[config.mk]
export PLATFORM = sky130hd
export DESIGN_NAME = spi_reg_peripheral
export DESIGN_NICKNAME = d
export VERILOG_FILES = /design/src/rtl/spi_reg_pkg.sv /design/src/rtl/spi_reg_peripheral_input_synchronizer.sv /design/src/rtl/spi_reg_peripheral.sv
export SDC_FILE = /design/constraint.sdc
export NUM_CORES = 1
export LEC_CHECK = 0
export CORE_MARGIN = 10
export CORE_UTILIZATION = 55
export CTS_BUF_LIST = sky130_fd_sc_hd__clkbuf_4
export DETAILED_ROUTE_END_ITERATION = 8
export GPL_ROUTABILITY_DRIVEN = 0
export GPL_TIMING_DRIVEN = 1
export PLACE_DENSITY = 0.94
export SLEW_MARGIN = 10
export SYNTH_ARGS = -nofsm -noshare
export SYNTH_HDL_FRONTEND = slang
export SYNTH_SLANG_ARGS = --single-unit
[constraint.sdc]
create_clock -name clk -period 3.75 [get_ports clk]
set_input_delay 1.125 -clock clk [delete_from_list [all_inputs] [get_ports clk]]
set_output_delay 1.125 -clock clk [all_outputs]
set_load 0.005 [all_outputs]
[src/rtl/spi_reg_pkg.sv]
// ---------------------------------------------------------------------------
// spi_reg_pkg
//   Shared constants and types for the SPI register peripheral.
//   - Register address map for the five PWM control registers.
//   - Frame geometry: 16-bit frames, MSB first, R/W flag in bit 15.
//   - Bit-counter width and saturation value used to flag overlong frames.
//   - FSM state type (IDLE while nCS is high, SHIFT while it is low).
// ---------------------------------------------------------------------------
package spi_reg_pkg;

   localparam logic [6:0] ADDR_EN_OUT_7_0  = 7'h00;
   localparam logic [6:0] ADDR_EN_OUT_15_8 = 7'h01;
   localparam logic [6:0] ADDR_EN_PWM_7_0  = 7'h02;
   localparam logic [6:0] ADDR_EN_PWM_15_8 = 7'h03;
   localparam logic [6:0] ADDR_PWM_DUTY    = 7'h04;

   localparam int FRAME_BITS = 16;
   localparam int RW_BIT     = 15;

   localparam int         CNT_W   = 5;
   localparam logic [4:0] CNT_FULL = 5'd16;
   // Any frame that reaches this count is overlong; the counter parks here.
   localparam logic [4:0] CNT_SAT  = 5'd17;

   typedef enum logic {
      ST_IDLE  = 1'b0,
      ST_SHIFT = 1'b1
   } state_e;

endpackage

[src/rtl/spi_reg_peripheral_input_synchronizer.sv]
// ---------------------------------------------------------------------------
// input_synchronizer
//   Multi-flop synchroniser bringing a single asynchronous bit into the clk
//   domain.
//   Ports:
//     clk   - system clock
//     rst_n - synchronous active-low reset, loads RST_VAL into every stage
//     d_i   - asynchronous input bit
//     q_o   - synchronised output (last stage)
//   Parameters:
//     SYNC_STAGES - number of flops in the chain (>= 2)
//     RST_VAL     - value every stage takes on reset
// ---------------------------------------------------------------------------
module input_synchronizer #(
   parameter int   SYNC_STAGES = 2,
   parameter logic RST_VAL     = 1'b0
) (
   input  logic clk,
   input  logic rst_n,
   input  logic d_i,
   output logic q_o
);

   logic [SYNC_STAGES-1:0] sync_q;

   always_ff @(posedge clk) begin
      if (!rst_n) begin
         sync_q <= {SYNC_STAGES{RST_VAL}};
      end else begin
         sync_q <= {sync_q[SYNC_STAGES-2:0], d_i};
      end
   end

   assign q_o = sync_q[SYNC_STAGES-1];

endmodule

[src/rtl/spi_reg_peripheral.sv]
// ---------------------------------------------------------------------------
// spi_reg_peripheral
//   Write-only SPI mode-0 target. Receives 16-bit frames (R/W, 7-bit address,
//   8-bit data, MSB first) and updates the five PWM control registers.
//   SCLK is oversampled in the clk domain; it never clocks any flop.
//   Ports:
//     clk             - system clock
//     rst_n           - synchronous active-low reset
//     sclk, copi, ncs - asynchronous SPI pins (ncs active-low)
//     en_reg_out_7_0  - register 0x00
//     en_reg_out_15_8 - register 0x01
//     en_reg_pwm_7_0  - register 0x02
//     en_reg_pwm_15_8 - register 0x03
//     pwm_duty_cycle  - register 0x04
//     frame_err       - one-cycle pulse when a frame has the wrong bit count
// ---------------------------------------------------------------------------
module spi_reg_peripheral
   import spi_reg_pkg::*;
#(
   parameter int         SYNC_STAGES = 2,
   parameter logic [6:0] MAX_ADDR    = 7'h04
) (
   input  logic       clk,
   input  logic       rst_n,
   input  logic       sclk,
   input  logic       copi,
   input  logic       ncs,
   output logic [7:0] en_reg_out_7_0,
   output logic [7:0] en_reg_out_15_8,
   output logic [7:0] en_reg_pwm_7_0,
   output logic [7:0] en_reg_pwm_15_8,
   output logic [7:0] pwm_duty_cycle,
   output logic       frame_err
);

   logic sclk_s, copi_s, ncs_s;

   input_synchronizer #(.SYNC_STAGES(SYNC_STAGES), .RST_VAL(1'b0)) u_sync_sclk (
      .clk(clk), .rst_n(rst_n), .d_i(sclk), .q_o(sclk_s));
   input_synchronizer #(.SYNC_STAGES(SYNC_STAGES), .RST_VAL(1'b0)) u_sync_copi (
      .clk(clk), .rst_n(rst_n), .d_i(copi), .q_o(copi_s));
   input_synchronizer #(.SYNC_STAGES(SYNC_STAGES), .RST_VAL(1'b1)) u_sync_ncs (
      .clk(clk), .rst_n(rst_n), .d_i(ncs), .q_o(ncs_s));

   logic                   sclk_prev_q, ncs_prev_q;
   logic [SYNC_STAGES-1:0] flush_q;
   logic                   armed_q, armed_d;
   state_e                 state_q, state_d;
   logic [CNT_W-1:0]       cnt_q, cnt_d;
   logic [FRAME_BITS-1:0]  shift_q, shift_d;
   logic                   err_q, err_d;
   logic [7:0]             out_lo_q, out_lo_d, out_hi_q, out_hi_d;
   logic [7:0]             pwm_lo_q, pwm_lo_d, pwm_hi_q, pwm_hi_d;
   logic [7:0]             duty_q, duty_d;

   logic       sclk_rise, ncs_rise, ncs_fall;
   logic       frame_ok, wr_en;
   logic [6:0] frame_addr;
   logic [7:0] frame_data;

   // After reset the ncs chain holds its reset value (high) until real
   // samples reach the end. If ncs is physically low at that point the
   // apparent high-to-low transition is an artefact, not a frame start.
   // flush_q marks when the chain carries only post-reset samples, and
   // armed_q is set once a genuine high has been seen; falling edges are
   // accepted only after that, so a frame cut by reset is never resumed.
   assign sclk_rise = sclk_s & ~sclk_prev_q;
   assign ncs_rise  = ncs_s & ~ncs_prev_q;
   assign ncs_fall  = ~ncs_s & ncs_prev_q & armed_q;
   assign armed_d   = armed_q | (flush_q[SYNC_STAGES-1] & ncs_s);

   assign frame_addr = shift_q[RW_BIT-1:8];
   assign frame_data = shift_q[7:0];
   assign frame_ok   = (cnt_q == CNT_FULL);

   always_ff @(posedge clk) begin
      if (!rst_n) begin
         sclk_prev_q <= 1'b0;
         ncs_prev_q  <= 1'b1;
         flush_q     <= '0;
         armed_q     <= 1'b0;
         state_q     <= ST_IDLE;
         cnt_q       <= '0;
         shift_q     <= '0;
         err_q       <= 1'b0;
         out_lo_q    <= 8'h00;
         out_hi_q    <= 8'h00;
         pwm_lo_q    <= 8'h00;
         pwm_hi_q    <= 8'h00;
         duty_q      <= 8'h00;
      end else begin
         sclk_prev_q <= sclk_s;
         ncs_prev_q  <= ncs_s;
         flush_q     <= {flush_q[SYNC_STAGES-2:0], 1'b1};
         armed_q     <= armed_d;
         state_q     <= state_d;
         cnt_q       <= cnt_d;
         shift_q     <= shift_d;
         err_q       <= err_d;
         out_lo_q    <= out_lo_d;
         out_hi_q    <= out_hi_d;
         pwm_lo_q    <= pwm_lo_d;
         pwm_hi_q    <= pwm_hi_d;
         duty_q      <= duty_d;
      end
   end

   // Next-state: ncs edges take priority over a coincident sclk edge.
   always_comb begin
      state_d = state_q;
      cnt_d   = cnt_q;
      shift_d = shift_q;
      err_d   = 1'b0;
      wr_en   = 1'b0;

      if (ncs_fall) begin
         state_d = ST_SHIFT;
         cnt_d   = '0;
         shift_d = '0;
      end else if (state_q == ST_SHIFT) begin
         if (ncs_rise) begin
            state_d = ST_IDLE;
            wr_en   = frame_ok & shift_q[RW_BIT] & (frame_addr <= MAX_ADDR);
            err_d   = ~frame_ok;
         end else if (sclk_rise) begin
            shift_d = {shift_q[FRAME_BITS-2:0], copi_s};
            if (cnt_q != CNT_SAT) begin
               cnt_d = cnt_q + 5'd1;
            end
         end
      end
   end

   // Register file: only the addressed register changes on a commit.
   always_comb begin
      out_lo_d = out_lo_q;
      out_hi_d = out_hi_q;
      pwm_lo_d = pwm_lo_q;
      pwm_hi_d = pwm_hi_q;
      duty_d   = duty_q;
      if (wr_en) begin
         case (frame_addr)
            ADDR_EN_OUT_7_0:  out_lo_d = frame_data;
            ADDR_EN_OUT_15_8: out_hi_d = frame_data;
            ADDR_EN_PWM_7_0:  pwm_lo_d = frame_data;
            ADDR_EN_PWM_15_8: pwm_hi_d = frame_data;
            ADDR_PWM_DUTY:    duty_d   = frame_data;
            default: ;
         endcase
      end
   end

   assign en_reg_out_7_0  = out_lo_q;
   assign en_reg_out_15_8 = out_hi_q;
   assign en_reg_pwm_7_0  = pwm_lo_q;
   assign en_reg_pwm_15_8 = pwm_hi_q;
   assign pwm_duty_cycle  = duty_q;
   assign frame_err       = err_q;

endmodule
# --- Word-level counts from Yosys, hierarchy flattened ---
# Index checks and enable logic that the tools add are counted.
op_classes:
  n_reduce_logical: 10
  bitwise: 15
  n_lt_le_gt_ge: 1
  n_mux: 7
  addsub: 1
  n_eq_ne: 6
ops:
  columns: ["cell", "count"]
  rows:
  - ["7-bit by 2-bit == test with 1-bit output (second input constant)", 2]
  - ["2-bit AND reduction", 5]
  - ["1-bit bitwise AND", 7]
  - ["7-bit by 1-bit == test with 1-bit output (second input constant)", 1]
  - ["7-bit by 3-bit == test with 1-bit output (second input constant)", 1]
  - ["7-bit by 3-bit <= comparator with 1-bit output (second input constant)", 1]
  - ["7-bit zero test", 1]
  - ["1-bit two-way mux", 7]
  - ["1-bit inverter", 7]
  - ["5-bit by 1-bit adder with 5-bit output (second input constant)", 1]
  - ["5-bit == test (second input constant)", 1]
  - ["5-bit != test (second input constant)", 1]
  - ["4-bit AND reduction", 1]
  - ["4-bit OR reduction", 1]
  - ["3-bit AND reduction", 1]
  - ["2-bit OR reduction", 1]
  - ["1-bit OR", 1]
totals:
  regBits: 74
  word_cells: 57
  out_inout_bits: 41
  input_bits: 5

# --- Longest topological paths before layout ---
# Gate-level depths: netlist of run 1.
depth:
  depth_word: 7
  mapped_depth: 6
  ltp_nobuf: 5

# --- Hierarchy ---
# Synthesis of run 1 repeated with hierarchy kept, for this count alone.
unflattened:
  cells_unflattened: 288
  area_unflattened_um2: 2836.5
by_module_without_submodules:
  columns: ["module", "cells_per_inst", "seq_area_each_um2", "n_inst", "area_per_inst_um2"]
  rows:
  - ["spi_reg_peripheral", 276, 1361.3, 1, 2678.8]
  - ["input_synchronizer", 4, 40.0, 3, 52.6]

# --- Worst setup path before layout of run 1 ---
# OpenSTA, ideal clock, no wires.
synth_timing:
  path_type: "input-to-reg"
  startpoint: "input port rst_n"
  endpoint: "register cnt_q[0]"
  arrival_ps: 1868
  path_buffers: 2
  required_ps: 3678
  setup_slack_ps: 1810
  setup_time_ps: 72
  stages: 4
  cell_sequence: "clkbuf_1 clkbuf_1 nand3_1 mux2i_1"
synth_between:
  elab_chain_cells: 2
synth_lines:
  columns: ["item", "line_no", "rtl"]
  rows:
  - ["start: declaration", "spi_reg_peripheral.sv:24", "input logic rst_n,"]
  - ["1-bit inverter (no line)", null, null]
  - ["2-bit OR reduction (no line)", null, null]
  - ["end signal: assignment", "spi_reg_peripheral.sv:97", "cnt_q <= cnt_d;"]
  - ["end: declaration", "spi_reg_peripheral.sv:49", "logic [CNT_W-1:0] cnt_q, cnt_d;"]
# No other way between the ends.
# A chain may end at the register's enable or synchronous reset.

# --- Worst setup path after layout of run 1 ---
layout_timing:
  startpoint: "register duty_q[4], in the netlist pwm_duty_cycle[4]"
  endpoint: "output port pwm_duty_cycle[4]"
layout_lines:
  columns: ["item", "line_no", "rtl"]
  rows:
  - ["start: declaration", "spi_reg_peripheral.sv:54", "logic [7:0] duty_q, duty_d;"]
  - ["start signal: assignment", "spi_reg_peripheral.sv:104", "duty_q <= duty_d;"]
  - ["end: declaration", "spi_reg_peripheral.sv:32", "output logic [7:0] pwm_duty_cycle,"]
# No word-level cell between the ends.

==> impl_metrics.csv, run 1 <==
group,metric,value,unit
timing,fin_ws,1320,ps
critical_path,cp.required,2620,ps
pwr,power_frac_seq,0.645,
timing,hold_violations,0,
timing,hold_slack,422.5,ps
floorplan,die_h,91.82,µm
clocking,ctsRootBufferMaster,"clkbuf_4",
global_routing,antenna_found_initial,0,
timing,finalMaxSlewViolations,0,
placed_design,hpwl,4383,µm
route,antenna_left,0,
synthesis,synth-edff-count,0,
timing,maxSlewHeadroom,0.5102,
timing,rsz0062_at_grt,"no",
synthesis,synthMuxAreaShare,0.1517,
timing,max_freq,0.4116,GHz
floorplan,initial_core_util,0.5625,
pwr,p_clk_frac,0.333,
global_routing,grt_pass1_wl,10700,µm
synthesis,synthFlopType,"dfxtp_1",
floorplan,core_area,0.005042,mm²
clocking,numCtsBuffers,9,
finish,drive_gt1_frac,0.07207,
clocking,cts.path.max_buffers,2,
critical_path,arrival,1300,ps
critical_path,critPathBufInv,1,
critical_path,critPathMaxStageDelay,520,ps
critical_path,crit_slowest_cell,"clkdlybuf4s50_1",
timing,period_needed,2430,ps
synthesis,syn_inst,288,
clocking,htreeDepth,3,
timing,clock_skew,9.287,ps
global_routing,first_global_vias,2250,
finish,syn2layout_area_growth,20.78,%
route,vias,2254,
clocking,clkSlewWorstSetupHoldPaths,120,ps
synthesis,synth_top_family_by_area,"simple AND/OR/NAND/NOR gates",
pwr,p_per_area,359.5,mW/mm²
synthesis,synthXorXnorAreaFrac,0,
synthesis,synth_area,0.002836,mm²
critical_path,crit_chain,"clkdlybuf4s50_1",
critical_path,cp_max_fo,2,
route,dr.pass1.iters,4,
outcome,status,"finished, final reports clean",
synthesis,async_flop_share,0,
floorplan,die_area,0.008430,mm²
route,drt_iter0_drc,148,
pwr,pwr-share-comb,0.022,
pwr,peakVddDrop,0.0003168,V
synthesis,ys_seq_area_frac,0.5223,
critical_path,cp_top_family,"buffers and inverters",
clocking,clkSinkCount,74,
synthesis,yosys.area_share.simple,0.2148,
route,vias_per_cell,5.593,
min_path,min_path_type,"flip-flop to flip-flop",
critical_path,path_class,"flip-flop to output port",
placed_design,place_ws,1474,ps
floorplan,rows,26,
placed_design,port_buffers,45,
finish,final_common_cell,"dfxtp_1",
pwr,swShare,0.2383,
placed_design,placed_area,0.003314,mm²
pwr,p_int,938.2,µW
timing,worst_pin_slew,731.4,ps
global_routing,grt_usage,0.1522,
finish,antennaDiodeCount,0,
pwr,power_leakage,1.430,nW
clocking,hold_buffers,0,
synthesis,avgSynthCellArea,9.849,µm²
synthesis,synth_cell_type_count,24,
timing,finalCritPeriodShare,0.6479,
synthesis,yosys_warnings,0,
global_routing,overflow,0,
flow_run,maxCapViolCount,0,
route,wirelength,6373,µm
finish,final_nets,336,
clocking,clk_latency,410,ps
synthesis,synth_nets,296,
route,routedWlPerCell,15.81,µm
synthesis,synth-compound-area-share,0.07058,
critical_path,end_kind,"output port",
timing,setup_viol_count_final,0,
critical_path,worstSetupStartpointType,"flip-flop",
clocking,cts_setup_buffers,0,
clocking,cts_tree,"done",
pwr,switching_power,293.6,µW
floorplan,io_pins,46,
global_routing,grt_start_max_net_pins,67,
finish,final_area,0.003426,mm²
synthesis,synthAdderAreaFrac,0.01323,
timing,tns,0,ps
synthesis,ys_ff_latch,74,
route,remaining_drc_errors,0,
floorplan,die_w,91.82,µm
clocking,cts_resized,0,
finish,final_cell_mix,"74 x dfxtp_1, 50 x nand2_1, 44 x clkdlybuf4s50_1",
flip-flops by register name, indices dropped and copies added (netlist names):
name / cells
armed_q: 1
cnt_q: 5
en_reg_out_15_8: 8
en_reg_out_7_0: 8
en_reg_pwm_15_8: 8
en_reg_pwm_7_0: 8
flush_q: 2
frame_err: 1
ncs_prev_q: 1
pwm_duty_cycle: 8
sclk_prev_q: 1
shift_q: 16
state_q: 1
u_sync_copi.sync_q: 2
u_sync_ncs.sync_q: 2
u_sync_sclk.sync_q: 2
cell usage after synthesis, types with 2 or more instances:
cell type	count	area share
dfxtp_1	74	0.52
nand2_1	50	0.066
mux2i_1	43	0.15
nand3_1	23	0.041
a21oi_1	20	0.035
o21ai_0	17	0.030
clkbuf_1	16	0.021
and2_1	7	0.015
nand4_2	5	0.022
nand2b_1	4	0.0088
nor4b_1	4	0.012
ha_1	3	0.013
nand3b_1	3	0.0079
nor4bb_1	3	0.011
and3b_1	2	0.0062
buf_2	2	0.0035
inv_1	2	0.0026
nor2b_1	2	0.0044
o31ai_1	2	0.0053
or4_1	2	0.0053
layer usage:
layer | vias up | routed length [µm] | global-route usage
met5 | - | 0 | 0
met2 | 74 | 3282 | 0.2607
met1 | 1082 | 2553 | 0.1710
met4 | 0 | 117 | 0.07069
li1 | 1086 | - | -
met3 | 12 | 419 | 0.04401
final timing paths:
| kind | cells past startpoint | end | from | slack [ps] |
|---|---|---|---|---|
| setup / recovery | 1 | pwm_duty_cycle[4] | pwm_duty_cycle[4]$_SDFFE_PN0P_ | 1320 |
| hold / removal | 1 | u_sync_ncs.sync_q[1]$_SDFF_PN1_ | u_sync_ncs.sync_q[0]$_SDFF_PN1_ | 420 |
| setup reg to reg | 6 | en_reg_out_7_0[6]$_SDFFE_PN0P_ | cnt_q[0]$_SDFFE_PP0P_ | 1880 |
| hold reg to reg | 1 | u_sync_ncs.sync_q[1]$_SDFF_PN1_ | u_sync_ncs.sync_q[0]$_SDFF_PN1_ | 420 |
power groups by stage:
stage	registers [mW]	clock network, mW	logic (mW)
4_1_cts	0.794	0.413	0.0273
5_1_grt	0.795	0.441	0.0309
3_3_place_gp	0.812	0	0.0265
6_report	0.794	0.410	0.0272
3_5_place_dp	0.812	0	0.0271
2_1_floorplan	0.811	0	0.0200
metrics by stage:
stage | instances | util | total power, mW
floorplan | 288 | - | 0.8313
global placement | 387 | 0.6573 | 0.8382
detailed placement | 387 | 0.6573 | 0.8391
CTS | 403 | 0.6789 | 1.235
global route | 403 | 0.6794 | 1.267
finish | 403 | 0.6794 | 1.232
area by class of cell:
cell class,instances,area [µm²]
Timing Repair Buffer,47,460.4
Multi-Input combinational cell,194,1280
Clock inverter,6,33.78
Sequential cell,74,1481
Tap cell,70,87.58
Clock buffer,10,75.07
Fill cell,372,1617
Inverter,2,7.507
cells by family after synthesis:
kind of cell             Yosys count
AND/OR/NAND/NOR                  109
multiplexers                      43
flip-flops                        74
AO/OA/AOI/OAI                     39
adder cells (fa/ha/maj)            3
buffers and inverters             20
Power figures use the tool's default switching activity.
==> run 2: changes to the inputs <==
Clock period 3.75 ns to 2.51 ns, I/O delays scaled along.
==> impl_metrics.csv, run 2 (synthesized netlist as in run 1, its figures left out) <==
group,metric,value,unit
outcome,status,"finished, final reports clean",
global_routing,use_met1,0.1725,
floorplan,core_area,0.005042,mm²
timing,rsz0062_at_grt,"no",
route,drt_iter0_drc,283,
timing,tns,0,ps
route,routedWlPerCell,16.59,µm
finish,top_register,"shift_q",
timing,period_needed,2089,ps
route,vias,2273,
critical_path,cp_top_family,"buffers and inverters",
route,antenna_left,0,
clocking,htreeDepth,3,
finish,syn2layout_area_growth,23.51,%
timing,hold_violations,0,
timing,finalMaxSlewViolations,0,
critical_path,crit_end,"en_reg_out_7_0[3]",
floorplan,die_area,0.008430,mm²
timing,setup_viol_count_final,0,
global_routing,gr-usage-met2,0.2909,
clocking,clk_latency,420,ps
global_routing,grt_usage,0.1619,
global_routing,grt_start_max_net_pins,67,
floorplan,die_w,91.82,µm
floorplan,io_pins,46,
critical_path,crit_start,"en_reg_out_7_0[3]$_SDFFE_PN0P_",
global_routing,grt_pass1_wl,11140,µm
pwr,p_per_area,589.8,mW/mm²
timing,finalCritPeriodShare,0.8321,
global_routing,met3_usage,0.03912,
critical_path,crit_chain,"clkdlybuf4s50_1",
clocking,clkSinkCount,74,
pwr,peakVddDrop,0.0005078,V
critical_path,cp.required,1760,ps
floorplan,rows,26,
placed_design,hpwl,4491,µm
timing,clock_skew,10.91,ps
critical_path,path_class,"flip-flop to output port",
clocking,hold_buffers,0,
critical_path,r2r_cells,6,
critical_path,critPathMaxStageDelay,550,ps
finish,finalNonFillerCells,405,
finish,drive_gt1_frac,0.08060,
clocking,clkSlewWorstSetupHoldPaths,110,ps
critical_path,path_depth,1,
floorplan,initial_core_util,0.5625,
clocking,numCtsBuffers,9,
route,dr.pass1.iters,4,
clocking,ctsRootBufferMaster,"clkbuf_4",
critical_path,r2r-end,"en_reg_pwm_7_0[2]$_SDFFE_PN0P_",
floorplan,die_h,91.82,µm
clocking,cts_tree,"done",
finish,final_common_cell,"dfxtp_1",
critical_path,cp_max_fo,2,
route,remaining_drc_errors,0,
timing,max_freq,0.4788,GHz
critical_path,end_kind,"output port",
pwr,power_leakage,1.472,nW
min_path,min_path_type,"flip-flop to flip-flop",
placed_design,port_buffers,45,
route,wirelength,6718,µm
finish,largest_reg_flops,16,
route,vias_per_cell,5.612,
finish,final_cell_mix,"74 x dfxtp_1, 50 x nand2_1, 44 x clkdlybuf4s50_1",
clocking,cts_resized,0,
timing,worst_pin_slew,658.5,ps
critical_path,worstSetupStartpointType,"flip-flop",
finish,final_nets,338,
critical_path,rrSetupSlack,560,ps
critical_path,crit_slowest_cell,"clkdlybuf4s50_1",
critical_path,arrival,1340,ps
global_routing,antenna_found_initial,0,
global_routing,first_global_vias,2257,
timing,maxSlewHeadroom,0.5599,
placed_design,dp_cells,389,
critical_path,critPathBufInv,1,
clocking,cts_setup_buffers,0,
clocking,cts.path.max_buffers,2,
global_routing,overflow,0,
finish,antennaDiodeCount,0,
flow_run,maxCapViolCount,0,
critical_path,reg2reg_from,"cnt_q[0]$_SDFFE_PP0P_",
global_routing,grt_busiest_layer,"met2",
-- run 2: cell count changes in the layout (fill, tap and decap cells not counted), sizes merged --
cell / delta
buf: +2
clkinvlp: -1
clkinv: -2
bufinv: +2
clkbuf: +1
-- run 2: per-stage QoR --
stage | hold slack, ps | setup WS, ps | power [mW] | util | instance area, µm²
after detailed placement | 397.4 | 711.2 | 1.257 | 0.6628 | 3342
after global routing | 443.5 | 368.5 | 2.132 | 0.6948 | 3503
after global placement | 389.0 | 813.6 | 1.256 | 0.6628 | 3342
after CTS | 422.9 | 414.8 | 2.073 | 0.6948 | 3503
after floorplan | 386.3 | 942.0 | 1.242 | - | 2836
final | 423.8 | 421.4 | 2.066 | 0.6948 | 3503
-- run 2: worst min-delay path by stage --
stage | startpoint | to | slack, ps | cells past startpoint
6_report | u_sync_ncs.sync_q[0]$_SDFF_PN1_ | u_sync_ncs.sync_q[1]$_SDFF_PN1_ | 420 | 1
5_1_grt | u_sync_ncs.sync_q[0]$_SDFF_PN1_ | u_sync_ncs.sync_q[1]$_SDFF_PN1_ | 440 | 1
4_1_cts | u_sync_ncs.sync_q[0]$_SDFF_PN1_ | u_sync_ncs.sync_q[1]$_SDFF_PN1_ | 420 | 1
3_5_place_dp | u_sync_ncs.sync_q[0]$_SDFF_PN1_ | u_sync_ncs.sync_q[1]$_SDFF_PN1_ | 400 | 1
3_3_place_gp | u_sync_ncs.sync_q[0]$_SDFF_PN1_ | u_sync_ncs.sync_q[1]$_SDFF_PN1_ | 390 | 1
2_1_floorplan | u_sync_ncs.sync_q[0]$_SDFF_PN1_ | u_sync_ncs.sync_q[1]$_SDFF_PN1_ | 390 | 1
-- run 2: power breakdown --
group / switching, mW / internal (mW) / leakage [nW]
clock network: 0.409 / 0.425 / 0.0908
logic: 0.0293 / 0.0154 / 0.783
registers: 0.00443 / 1.18 / 0.598
-- run 2: final cells by class --
cell class	count	area, µm²
Clock buffer	11	82.58
Sequential cell	74	1481
Multi-Input combinational cell	194	1277
Inverter	2	7.507
Timing Repair Buffer	49	488.0
Tap cell	70	87.58
Fill cell	356	1539
Clock inverter	5	78.83
-- run 2: routing by layer --
layer  up-vias  routed length, µm
met5         -                  0
met2        63               3452
li1       1095                  -
met1      1098               2726
met4         0                225
met3        17                312
